$ cat src/rtl/uart_pkg.sv
// Shared definitions for the UART word sender: FSM encoding, sync byte, clog2 helper.
package uart_pkg;

  typedef enum logic [2:0] {
    IDLE       = 3'd0,
    LOAD       = 3'd1,
    STROBE     = 3'd2,
    WAIT_START = 3'd3,
    WAIT_END   = 3'd4,
    NEXT       = 3'd5
  } state_t;

  localparam logic [7:0] SYNC_BYTE = 8'hA5;

  function automatic int clog2(input int value);
    int result;
    int rem;
    result = 0;
    rem    = value - 1;
    while (rem > 0) begin
      result = result + 1;
      rem    = rem >> 1;
    end
    if (result == 0) result = 1;
    return result;
  endfunction

endpackage

$ cat src/rtl/uart_busy_timer.sv
// Saturating cycle counter that flags when the transmitter has not gone busy within LIMIT cycles.
module uart_busy_timer
  import uart_pkg::*;
#(
  parameter int LIMIT = 1023
) (
  input  logic clk,
  input  logic reset,
  input  logic clear,
  input  logic enable,
  output logic expired
);

  localparam int W = clog2(LIMIT + 1);
  localparam logic [W-1:0] MAX_COUNT = W'(LIMIT);

  logic [W-1:0] count;

  // Holds at MAX_COUNT so a stalled transmitter can never wrap the counter back to zero.
  always_ff @(posedge clk or negedge reset) begin
    if (!reset) begin
      count <= '0;
    end else if (clear) begin
      count <= '0;
    end else if (enable && (count != MAX_COUNT)) begin
      count <= count + 1'b1;
    end
  end

  assign expired = (count == MAX_COUNT);

endmodule

$ cat src/rtl/uart_word_sender.sv
// Serialises a WORD_BYTES-wide word into one-at-a-time byte writes for a UART transmitter.
// Optional macro UART_WORD_SENDER_SYNC_HEADER_EN prefixes every word with a sync byte.
module uart_word_sender
  import uart_pkg::*;
#(
  parameter int WORD_BYTES   = 2,
  parameter int MSB_FIRST    = 1,
  parameter int BUSY_TIMEOUT = 1023
) (
  input  logic                    clk,
  input  logic                    reset,
  input  logic [8*WORD_BYTES-1:0] word_in,
  input  logic                    word_valid,
  output logic                    word_ready,
  output logic [7:0]              Tx_DATA,
  output logic                    Tx_WR,
  input  logic                    Tx_BUSY,
  output logic                    done,
  output logic                    timeout_err
);

`ifdef UART_WORD_SENDER_SYNC_HEADER_EN
  localparam int NB = WORD_BYTES + 1;
`else
  localparam int NB = WORD_BYTES;
`endif
  localparam int SW = 8 * NB;

  state_t        state;
  state_t        state_next;
  logic [SW-1:0] shift_reg;
  logic [SW-1:0] load_value;
  logic [2:0]    count_reg;
  logic [7:0]    hold_reg;
  logic [7:0]    send_byte;
  logic          timeout_reg;
  logic          expired;
  logic          accept;

  assign accept = word_valid && (state == IDLE);

  // The sync byte sits at whichever end is shifted out first, so it always leads the word.
`ifdef UART_WORD_SENDER_SYNC_HEADER_EN
  assign load_value = (MSB_FIRST != 0) ? {SYNC_BYTE, word_in} : {word_in, SYNC_BYTE};
`else
  assign load_value = word_in;
`endif

  assign send_byte = (MSB_FIRST != 0) ? shift_reg[SW-1 -: 8] : shift_reg[7:0];

  uart_busy_timer #(
    .LIMIT(BUSY_TIMEOUT)
  ) u_busy_timer (
    .clk    (clk),
    .reset  (reset),
    .clear  (state == STROBE),
    .enable (state == WAIT_START),
    .expired(expired)
  );

  always_ff @(posedge clk or negedge reset) begin
    if (!reset) state <= IDLE;
    else        state <= state_next;
  end

  always_comb begin
    state_next = state;
    case (state)
      IDLE:       if (accept) state_next = LOAD;
      LOAD:       if (!Tx_BUSY) state_next = STROBE;
      STROBE:     state_next = WAIT_START;
      WAIT_START: begin
        if (Tx_BUSY)      state_next = WAIT_END;
        else if (expired) state_next = NEXT;
      end
      WAIT_END:   if (!Tx_BUSY) state_next = NEXT;
      NEXT:       state_next = (count_reg == 3'd1) ? IDLE : LOAD;
      default:    state_next = IDLE;
    endcase
  end

  always_ff @(posedge clk or negedge reset) begin
    if (!reset) begin
      shift_reg   <= '0;
      count_reg   <= '0;
      hold_reg    <= 8'h00;
      timeout_reg <= 1'b0;
    end else begin
      if (accept) begin
        shift_reg   <= load_value;
        count_reg   <= 3'(NB);
        timeout_reg <= 1'b0;
      end
      if (state == STROBE) hold_reg <= send_byte;
      if ((state == WAIT_START) && !Tx_BUSY && expired) timeout_reg <= 1'b1;
      if (state == NEXT) begin
        shift_reg <= (MSB_FIRST != 0) ? (shift_reg << 8) : (shift_reg >> 8);
        count_reg <= count_reg - 3'd1;
      end
    end
  end

  // Outside the active byte window Tx_DATA shows the last byte actually strobed.
  always_comb begin
    word_ready  = (state == IDLE);
    Tx_WR       = (state == STROBE);
    done        = (state == NEXT) && (count_reg == 3'd1);
    timeout_err = timeout_reg;
    Tx_DATA     = hold_reg;
    if ((state == LOAD) || (state == STROBE) || (state == WAIT_START) || (state == WAIT_END))
      Tx_DATA = send_byte;
  end

endmodule

$ cat config.mk
export PLATFORM = sky130hd
export DESIGN_NAME = uart_word_sender
export DESIGN_NICKNAME = d
export VERILOG_FILES = /design/src/rtl/uart_pkg.sv /design/src/rtl/uart_busy_timer.sv /design/src/rtl/uart_word_sender.sv
export SDC_FILE = /design/constraint.sdc
export NUM_CORES = 1
export LEC_CHECK = 0
export BUFFER_PORTS_ARGS = -buffer_cell sky130_fd_sc_hd__buf_2
export CORE_MARGIN = 2
export CORE_UTILIZATION = 40
export CTS_CLUSTER_SIZE = 12
export DETAILED_ROUTE_END_ITERATION = 6
export GPL_TIMING_DRIVEN = 0
export SLEW_MARGIN = 20
export SYNTH_ARGS = -nofsm -noshare
export SYNTH_HDL_FRONTEND = slang
export SYNTH_SLANG_ARGS = --single-unit
$ cat constraint.sdc
create_clock -name clk -period 2.3 [get_ports clk]
set_input_delay 0.115 -clock clk [delete_from_list [all_inputs] [get_ports clk]]
set_output_delay 0.115 -clock clk [all_outputs]
set_load 0.005 [all_outputs]
==> flow_summary.json, run 1 <==
{
  "status": "complete, no violations",
  "hold_path.class": "primary input to register",
  "ys_types": 36,
  "dr_wl_met2_mm": 2.025,
  "crit_fanout": 10,
  "grt_antenna_before_repair": 0,
  "skew_ns": 0.009057,
  "overflow": 0,
  "clockBufferDepth": 2,
  "cts_sinks": 41,
  "syn_nets": 237,
  "synth_cells": 214,
  "postCtsSetupBuffers": 0,
  "final_layout_size_suffix_gt1_share_pct": 21.88,
  "grt_pass1_wl_mm": 7.334,
  "reg2reg_depth": 5,
  "crit_type": "register to output port",
  "numCtsBuffers": 5,
  "grt_pass1_vias": 1639,
  "die_w_um": 74.66,
  "powerDensity_mw_per_mm2": 1277,
  "crit_path_start_kind": "register",
  "fin_ws_ns": 0.2075,
  "wl_met1_mm": 1.901,
  "rows": 25,
  "avgSynthCellArea_um2": 9.331,
  "grt_use_total_pct": 17.29,
  "period_share_pct": 90.98,
  "ys_seq_area_share_pct": 51.38,
  "initial_core_util_pct": 42.00,
  "synth-main-ff-cell": "dfrtp_1",
  "p_leak_nw": 1.127,
  "setup_viol_count_final": 0,
  "num_vias": 1623,
  "slew_violations": 0,
  "drt-pass1-iter-count": 4,
  "synth_edf_count": 0,
  "place_hpwl_mm": 2.922,
  "routed_via_density": 5.025,
  "drc": 0,
  "yosysTopAreaCell": "dfrtp_1",
  "fmax_ghz": 0.4779,
  "worst_pin_slew_ns": 0.9239,
  "slew_headroom_pct": 38.41,
  "async_flop_share_pct": 100.0,
  "finalWirelength_mm": 4.152,
  "num_antenna_cells": 0,
  "largest_reg_flops": 16,
  "syn_to_final_growth_pct": 19.67,
  "coreArea_mm2": 0.004755,
  "insertion_delay_ns": 0.30,
  "cts_root_buffer": "clkbuf_8",
  "fill_cells": 499,
  "fp.dieH_um": 74.66,
  "ios": 32,
  "yosysWarnings": 0,
  "vdd_drop_max_mv": 0.5327,
  "gp_congestion": 0.7516,
  "cp.arrival_ns": 1.98,
  "hold_path_depth": 3,
  "dieArea_mm2": 0.005573,
  "drv_cap": 0,
  "cts_tree": "built",
  "synth_top_cell_area_share_pct": 51.38,
  "tns_ns": 0,
  "highest_layer": "met4",
  "place_worst_setup_slack_ns": 0.3393,
  "synthTopCellsByCount": "45 x nand2_1, 41 x dfrtp_1, 14 x nand3_1, 14 x nor2_1",
  "rsz0062_at_grt": "false",
  "netlist_area_mm2": 0.001997,
  "detail-route-antenna-nets": 0,
  "grt_start_max_net_pins": 42,
  "hold_viol_final": 0,
  "synth_most_common_cell": "nand2_1",
  "drt_iter0_drc": 59,
  "hold_slack_ns": 0.008494,
  "port-buffer-count": 31,
  "wl_met3_um": 185,
  "htreeDepth": 2,
  "ys_ff_latch": 41,
  "endpoint_kind": "output port",
  "period_needed_ns": 2.093,
  "crit_required_ns": 2.18,
  "wl_per_cell_um": 12.85,
  "nets": 278,
  "ys_top_cells_by_area": "dfrtp_1 51%, nand2_1 8.5%, mux2_2 4.5%",
  "clk_pin_slew_worst_paths_ns": 0.07
}
-- kinds of logic after synthesis --
family,count (synthesis),synth area share (%)
muxes,8,4.511
adders and majority gates,3,1.880
and+or+nand+nor,103,25.06
buffers and inverters,19,4.574
AOI/OAI and AO/OA,37,11.28
xor gates and xnor gates,3,1.316
DFF,41,51.38
-- cell usage in the layout, fill, tap and decap left out, types with 2 or more instances in the layout --
| cell type | synthesis | final |
|---|---|---|
| a21oi_1 | 9 | 9 |
| buf_2 | 4 | 35 |
| nand4_1 | 3 | 3 |
| o211ai_1 | 2 | 2 |
| o22ai_1 | 8 | 8 |
| o21ai_0 | 11 | 11 |
| and3b_1 | 2 | 2 |
| ha_1 | 3 | 3 |
| nand3b_1 | 2 | 2 |
| buf_6 | 2 | 2 |
| inv_1 | 8 | 8 |
| clkbuf_1 | 3 | 4 |
| mux2_2 | 8 | 8 |
| xor2_1 | 2 | 2 |
| nor2_1 | 14 | 14 |
| dfrtp_1 | 41 | 41 |
| o31ai_1 | 3 | 3 |
| nor3_1 | 11 | 11 |
| nand3_1 | 14 | 14 |
| dlygate4sd3_1 | 0 | 3 |
| clkbuf_8 | 0 | 6 |
| buf_1 | 2 | 2 |
| and4_1 | 2 | 2 |
| or3_1 | 2 | 2 |
| nand2_1 | 45 | 45 |
-- final cells by class --
type | count | area [um^2] | share of cell area, %
multi-input cells | 154 | 887.1 | 37.12
inverters | 8 | 30.03 | 1.257
repair buffers | 34 | 185.2 | 7.749
flip-flops and latches | 41 | 1026 | 42.93
plain buffers | 11 | 61.31 | 2.565
clock buffers | 7 | 86.33 | 3.613
clock inverters | 1 | 30.03 | 1.257
well taps | 67 | 83.83 | 3.508
-- metrics by stage --
step	cell area [um^2]	cells	utilization, %	total power, mW
after floorplan	1997	214	-	2.055
after global placement	2236	312	47.03	2.437
after detailed placement	2236	312	47.03	2.466
after CTS	2382	323	50.11	3.082
after global routing	2390	323	50.26	3.332
final	2390	323	50.26	3.052
-- power by group --
group	internal (mW)	leakage (nW)	switching [mW]
clock	0.354	0.0585	0.246
sequential	0.993	0.515	0.161
combinational	0.596	0.554	0.702
-- critical path, stage by stage, from the launching register on --
cell	delay (ns)
dfrtp_1	0.35
buf_2	0.17
nand2b_1	0.16
or2_1	0.21
buf_2	0.18
buf_1	0.24
nor3b_1	0.23
buf_2	0.14
-- path summary, 6_finish.rpt --
kind / startpoint / to / slack (ns)
worst max-delay path: state[1] / done / 0.21
worst min-delay path: word_in[4] / shift_reg[4] / 0.008
worst max register to register: state[0] / shift_reg[13] / 0.54
worst min register to register: hold_reg[3] / hold_reg[3] / 0.47
max in group asynchronous: reset / shift_reg[13] / 1.23
min in group asynchronous: reset / u_busy_timer.count[7] / 0.48
-- layer usage --
layer | vias up | global-route usage, %
li1 | 827 | -
met1 | 756 | 22.05
met2 | 36 | 28.81
met3 | 4 | 4.418
met4 | 0 | 5.952
met5 | - | 0
-- what timing repair did --
item | in CTS | in global routing
hold buffers | 3 | 0
gates resized for setup | 0 | 1
hold endpoints to repair | 43 | 0
setup endpoints to repair | 0 | 8
No activity file was read; power rests on OpenSTA's default activity.
==> run 2: changes to the inputs <==
- PLACE_DENSITY: unset -> 0.69
==> flow_summary.json, run 2 (synthesized netlist as in run 1, its figures left out) <==
{
  "largest_reg_flops": 16,
  "gp_congestion": 0.7902,
  "layout_commonest_cell": "nand2_1",
  "clockBufferDepth": 2,
  "cts_tree": "built",
  "drt_iter0_drc": 50,
  "port-buffer-count": 31,
  "cp_slowest_stage_delay_ns": 0.36,
  "drc": 0,
  "hold_viol_final": 0,
  "period_needed_ns": 2.082,
  "dieArea_mm2": 0.005573,
  "cpMostUsedCell": "buf_2",
  "grt_use_total_pct": 16.35,
  "numCtsBuffers": 5,
  "syn_to_final_growth_pct": 18.55,
  "slew_headroom_pct": 41.05,
  "powerDensity_mw_per_mm2": 1277,
  "critical_path.top_delay_family": "buffers and inverters",
  "num_antenna_cells": 0,
  "layout_common_cells": "45 x nand2_1, 41 x dfrtp_1, 35 x buf_2",
  "min-delay-start": "word_in[2]",
  "place_worst_setup_slack_ns": 0.3504,
  "cts_sinks": 41,
  "routed_via_density": 4.991,
  "initial_core_util_pct": 42.00,
  "rows": 25,
  "cts_root_buffer": "clkbuf_8",
  "tns_ns": 0,
  "crit_fanout": 10,
  "rsz0062_at_grt": "false",
  "crit_type": "register to output port",
  "r2r-start": "state[1]",
  "reg2reg_slack_ns": 0.50,
  "worst_pin_slew_ns": 0.8842,
  "ios": 32,
  "die_w_um": 74.66,
  "hold_path.class": "primary input to register",
  "skew_ns": 0.008224,
  "htreeDepth": 2,
  "crit_slowest_cell": "dfrtp_1",
  "cp.arrival_ns": 1.97,
  "finalWirelength_mm": 4.071,
  "nets": 277,
  "crit_path_start_kind": "register",
  "status": "complete, no violations",
  "place_hpwl_mm": 2.912,
  "finish.utilization_pct": 49.79,
  "drv_cap": 0,
  "post-route-cell-area_mm2": 0.002367,
  "p_leak_nw": 1.119,
  "grt_pass1_wl_mm": 6.803,
  "total_power_mw": 3.022,
  "place_area_mm2": 0.002236,
  "drt-pass1-iter-count": 4,
  "r2r-end": "shift_reg[13]",
  "path_cells": "buf_2, nand2b_1, or2_1, buf_2, buf_1, nor3b_1, buf_2",
  "final_layout_size_suffix_gt1_share_pct": 22.05,
  "fin_ws_ns": 0.2175,
  "crit_required_ns": 2.18,
  "grt_pass1_vias": 1498,
  "slew_violations": 0,
  "grt_start_max_net_pins": 42,
  "path_buf_inv": 4,
  "setup_viol_count_final": 0,
  "fmax_ghz": 0.4802,
  "vdd_drop_max_mv": 0.5183,
  "whs_endpoint": "shift_reg[2]",
  "coreArea_mm2": 0.004755,
  "endpoint_kind": "output port",
  "num_vias": 1602,
  "hold_path_depth": 3,
  "overflow": 0,
  "insertion_delay_ns": 0.29,
  "wl_per_cell_um": 12.68,
  "clk_pin_slew_worst_paths_ns": 0.08,
  "period_share_pct": 90.54,
  "reg2reg_depth": 5,
  "fp.dieH_um": 74.66,
  "detail-route-antenna-nets": 0,
  "grt_antenna_before_repair": 0
}
[run 2: cell types whose count changed in the layout (fill, tap and decap cells not counted)]
cell,change
clkbuf_8,-1
clkinv_2,+1
dlygate4sd3_1,-1
clkbuf_1,-1
[run 2: area by class of cell]
cell class,count,area (um^2)
flip-flops and latches,41,1026
inverters,8,30.03
multi-input cells,154,887.1
repair buffers,33,175.2
clock buffers,5,68.82
fillers,483,2387
well taps,67,83.83
plain buffers,11,61.31
clock inverters,2,35.03
[run 2: worst max-delay path by stage]
stage | from | endpoint | slack [ns] | cells past startpoint
after floorplan | state[2] | u_busy_timer.count[7] | 0.71 | 6
after global placement | state[0] | Tx_DATA[2] | 0.35 | 5
after detailed placement | state[0] | Tx_DATA[2] | 0.35 | 5
after CTS | state[0] | Tx_DATA[0] | 0.03 | 5
after global routing | state[1] | done | 0.06 | 7
final | state[1] | done | 0.22 | 7
[run 2: routing by layer]
layer,share of wire (%),vias to the layer above,global-route usage [%]
met5,0,-,0
met4,1.1,0,5.357
met3,3.9,5,4.685
met2,48,33,26.75
met1,47,739,21.03
li1,-,825,-
[run 2: timing repair]
item                                   CTS  global route
resized for setup                        0             1
hold buffers                             2             0
setup endpoints to repair                0             8
endpoints found under the hold margin   42             0
setup buffers                            0             0
[run 2: tightest hold or removal path, cell delays in order]
cell	delay, ns
buf_2	0.07
nand2_1	0.04
nand2_1	0.04
[run 2: per-stage QoR]
step,hold slack (ns),cells
floorplan,-0.1806,214
global placement,0.3043,312
detailed placement,0.3023,312
CTS,0.0008682,321
global route,0.006396,321
finish,0.007260,321
[run 2: power breakdown]
part	internal, mW	switching [mW]	total, mW
clock network	0.315	0.236	0.552
logic	0.594	0.717	1.31
registers	0.993	0.166	1.16
==> run 3: changes to the inputs <==
- ABC_AREA: unset -> 1
==> flow_summary.json, run 3 <==
{
  "cp_slowest_stage_delay_ns": 0.47,
  "syn_nets": 288,
  "insertion_delay_ns": 0.29,
  "period_needed_ns": 1.830,
  "rsz0062_at_grt": "false",
  "ys_ff_latch": 41,
  "ys_types": 25,
  "drt-pass1-iter-count": 4,
  "hold_path.class": "primary input to register",
  "path_cells": "nor2_1, nand2_1, nand4_4, buf_6, a21oi_1, buf_2",
  "finish.utilization_pct": 48.59,
  "crit_required_ns": 2.18,
  "drt_iter0_drc": 74,
  "dp_cells": 366,
  "ys_top_cells_by_area": "dfrtp_1 49%, nand2_1 16%, inv_1 5.6%",
  "coreArea_mm2": 0.005075,
  "clockBufferDepth": 2,
  "reg2reg_slack_ns": 0.74,
  "cts_root_buffer": "clkbuf_8",
  "rows": 26,
  "ys_seq_area_share_pct": 49.01,
  "final_layout_size_suffix_gt1_share_pct": 19.67,
  "drc": 0,
  "synthTopCellsByCount": "89 x nand2_1, 41 x dfrtp_1, 31 x inv_1, 19 x nor2_1, 18 x a21oi_1",
  "hold_slack_ns": 0.02249,
  "grt_antenna_before_repair": 0,
  "skew_ns": 0.003608,
  "final_cells": 375,
  "slew_headroom_pct": 39.82,
  "period_share_pct": 79.55,
  "grt_use_total_pct": 15.31,
  "synth_edf_count": 0,
  "netlist_area_mm2": 0.002093,
  "min-delay-start": "word_in[7]",
  "yosysTopAreaCell": "dfrtp_1",
  "p_leak_nw": 1.327,
  "die_w_um": 76.34,
  "crit_fanout": 10,
  "vdd_drop_max_mv": 0.7052,
  "endpoint_kind": "output port",
  "nets": 327,
  "reg2reg_depth": 9,
  "routed_via_density": 4.733,
  "crit_path_start_kind": "register",
  "layout_commonest_cell": "nand2_1",
  "r2r-end": "u_busy_timer.count[9]",
  "yosysWarnings": 0,
  "post_cts_resized": 0,
  "place_hpwl_mm": 3.002,
  "dieArea_mm2": 0.005828,
  "grt_start_max_net_pins": 42,
  "powerDensity_mw_per_mm2": 1232,
  "num_antenna_cells": 0,
  "synth_cells": 265,
  "initial_core_util_pct": 41.25,
  "crit_type": "register to output port",
  "htreeDepth": 2,
  "numCtsBuffers": 5,
  "slew_violations": 0,
  "r2r-start": "u_busy_timer.count[0]",
  "grt_pass1_wl_mm": 7.410,
  "largest_reg_flops": 16,
  "avgSynthCellArea_um2": 7.899,
  "synth_top_cell_area_share_pct": 49.01,
  "place_worst_setup_slack_ns": 0.7592,
  "fin_ws_ns": 0.4703,
  "place_area_mm2": 0.002336,
  "ios": 32,
  "synth-main-ff-cell": "dfrtp_1",
  "wl_per_cell_um": 10.65,
  "setup_viol_count_final": 0,
  "tns_ns": 0,
  "grt_pass1_vias": 1747,
  "crit_slowest_cell": "dfrtp_1",
  "post-route-cell-area_mm2": 0.002466,
  "cts_sinks": 41,
  "fill_cells": 514,
  "syn_to_final_growth_pct": 17.81,
  "worst_pin_slew_ns": 0.9027,
  "total_power_mw": 3.039,
  "port-buffer-count": 31,
  "hold_viol_final": 0,
  "clk_pin_slew_worst_paths_ns": 0.08,
  "gp_congestion": 0.8714,
  "seqCellArea_mm2": 0.001026,
  "fmax_ghz": 0.5465,
  "layout_common_cells": "89 x nand2_1, 41 x dfrtp_1, 35 x buf_2",
  "finalWirelength_mm": 3.994,
  "overflow": 0,
  "synth_most_common_cell": "nand2_1",
  "detail-route-antenna-nets": 0,
  "multi_input_area_um2": 892.1,
  "hold_path_depth": 3,
  "num_vias": 1775,
  "drv_cap": 0,
  "cp.arrival_ns": 1.71,
  "whs_endpoint": "shift_reg[7]",
  "postCtsSetupBuffers": 0,
  "cts_tree": "built",
  "async_flop_share_pct": 100.0,
  "fp.dieH_um": 76.34,
  "status": "complete, no violations"
}
==> run 3: logic make-up after synthesis <==
group	Yosys count	synth area share, %
simple gates	139	29.71
fa+ha+maj	3	1.793
xor+xnor	1	0.4185
buf+inv	41	8.368
compound gates	40	10.70
flops	41	49.01
==> run 3: metal layers <==
| layer | wire length [um] | track usage (%) | share of wire (%) | vias up |
|---|---|---|---|---|
| li1 | - | - | - | 924 |
| met1 | 1867 | 19.25 | 47 | 817 |
| met2 | 1951 | 26.37 | 49 | 30 |
| met3 | 126 | 2.844 | 3.2 | 4 |
| met4 | 49 | 5.455 | 1.2 | 0 |
| met5 | 0 | 0 | 0 | - |
==> run 3: power breakdown <==
part	switching [mW]	internal, mW
clock	0.248	0.353
combinational	0.798	0.517
sequential	0.140	0.984
total	1.19	1.85
==> run 3: worst max-delay path by stage <==
| stage | from | slack [ns] | cells past startpoint | end |
|---|---|---|---|---|
| after floorplan | u_busy_timer.count[0] | 0.96 | 9 | u_busy_timer.count[7] |
| after global placement | u_busy_timer.count[0] | 0.76 | 9 | u_busy_timer.count[9] |
| after detailed placement | u_busy_timer.count[0] | 0.76 | 9 | u_busy_timer.count[9] |
| after CTS | state[1] | 0.46 | 7 | Tx_DATA[3] |
| after global routing | state[0] | 0.31 | 7 | Tx_DATA[5] |
| final | state[0] | 0.47 | 6 | Tx_DATA[3] |
==> run 3: layout make-up <==
type,instances,share of cell area (%)
Sequential cell,41,41.60
Multi-Input combinational cell,183,36.17
Timing Repair Buffer,32,6.697
Inverter,34,5.175
Tap cell,70,3.551
Clock buffer,6,3.349
Buffer,7,1.928
Clock inverter,2,1.522
==> run 3: what timing repair did <==
item	4_1_cts	5_1_grt
hold buffers	1	0
endpoints found under the setup margin	0	0
endpoints found under the hold margin	41	0
==> run 3: worst max-delay path: cells and delay by family (launching register included) <==
family | cells | cell delay [ns]
and+or+nand+nor | 3 | 0.47
DFF | 1 | 0.47
buffers and inverters | 2 | 0.33
AOI/OAI and AO/OA | 1 | 0.17
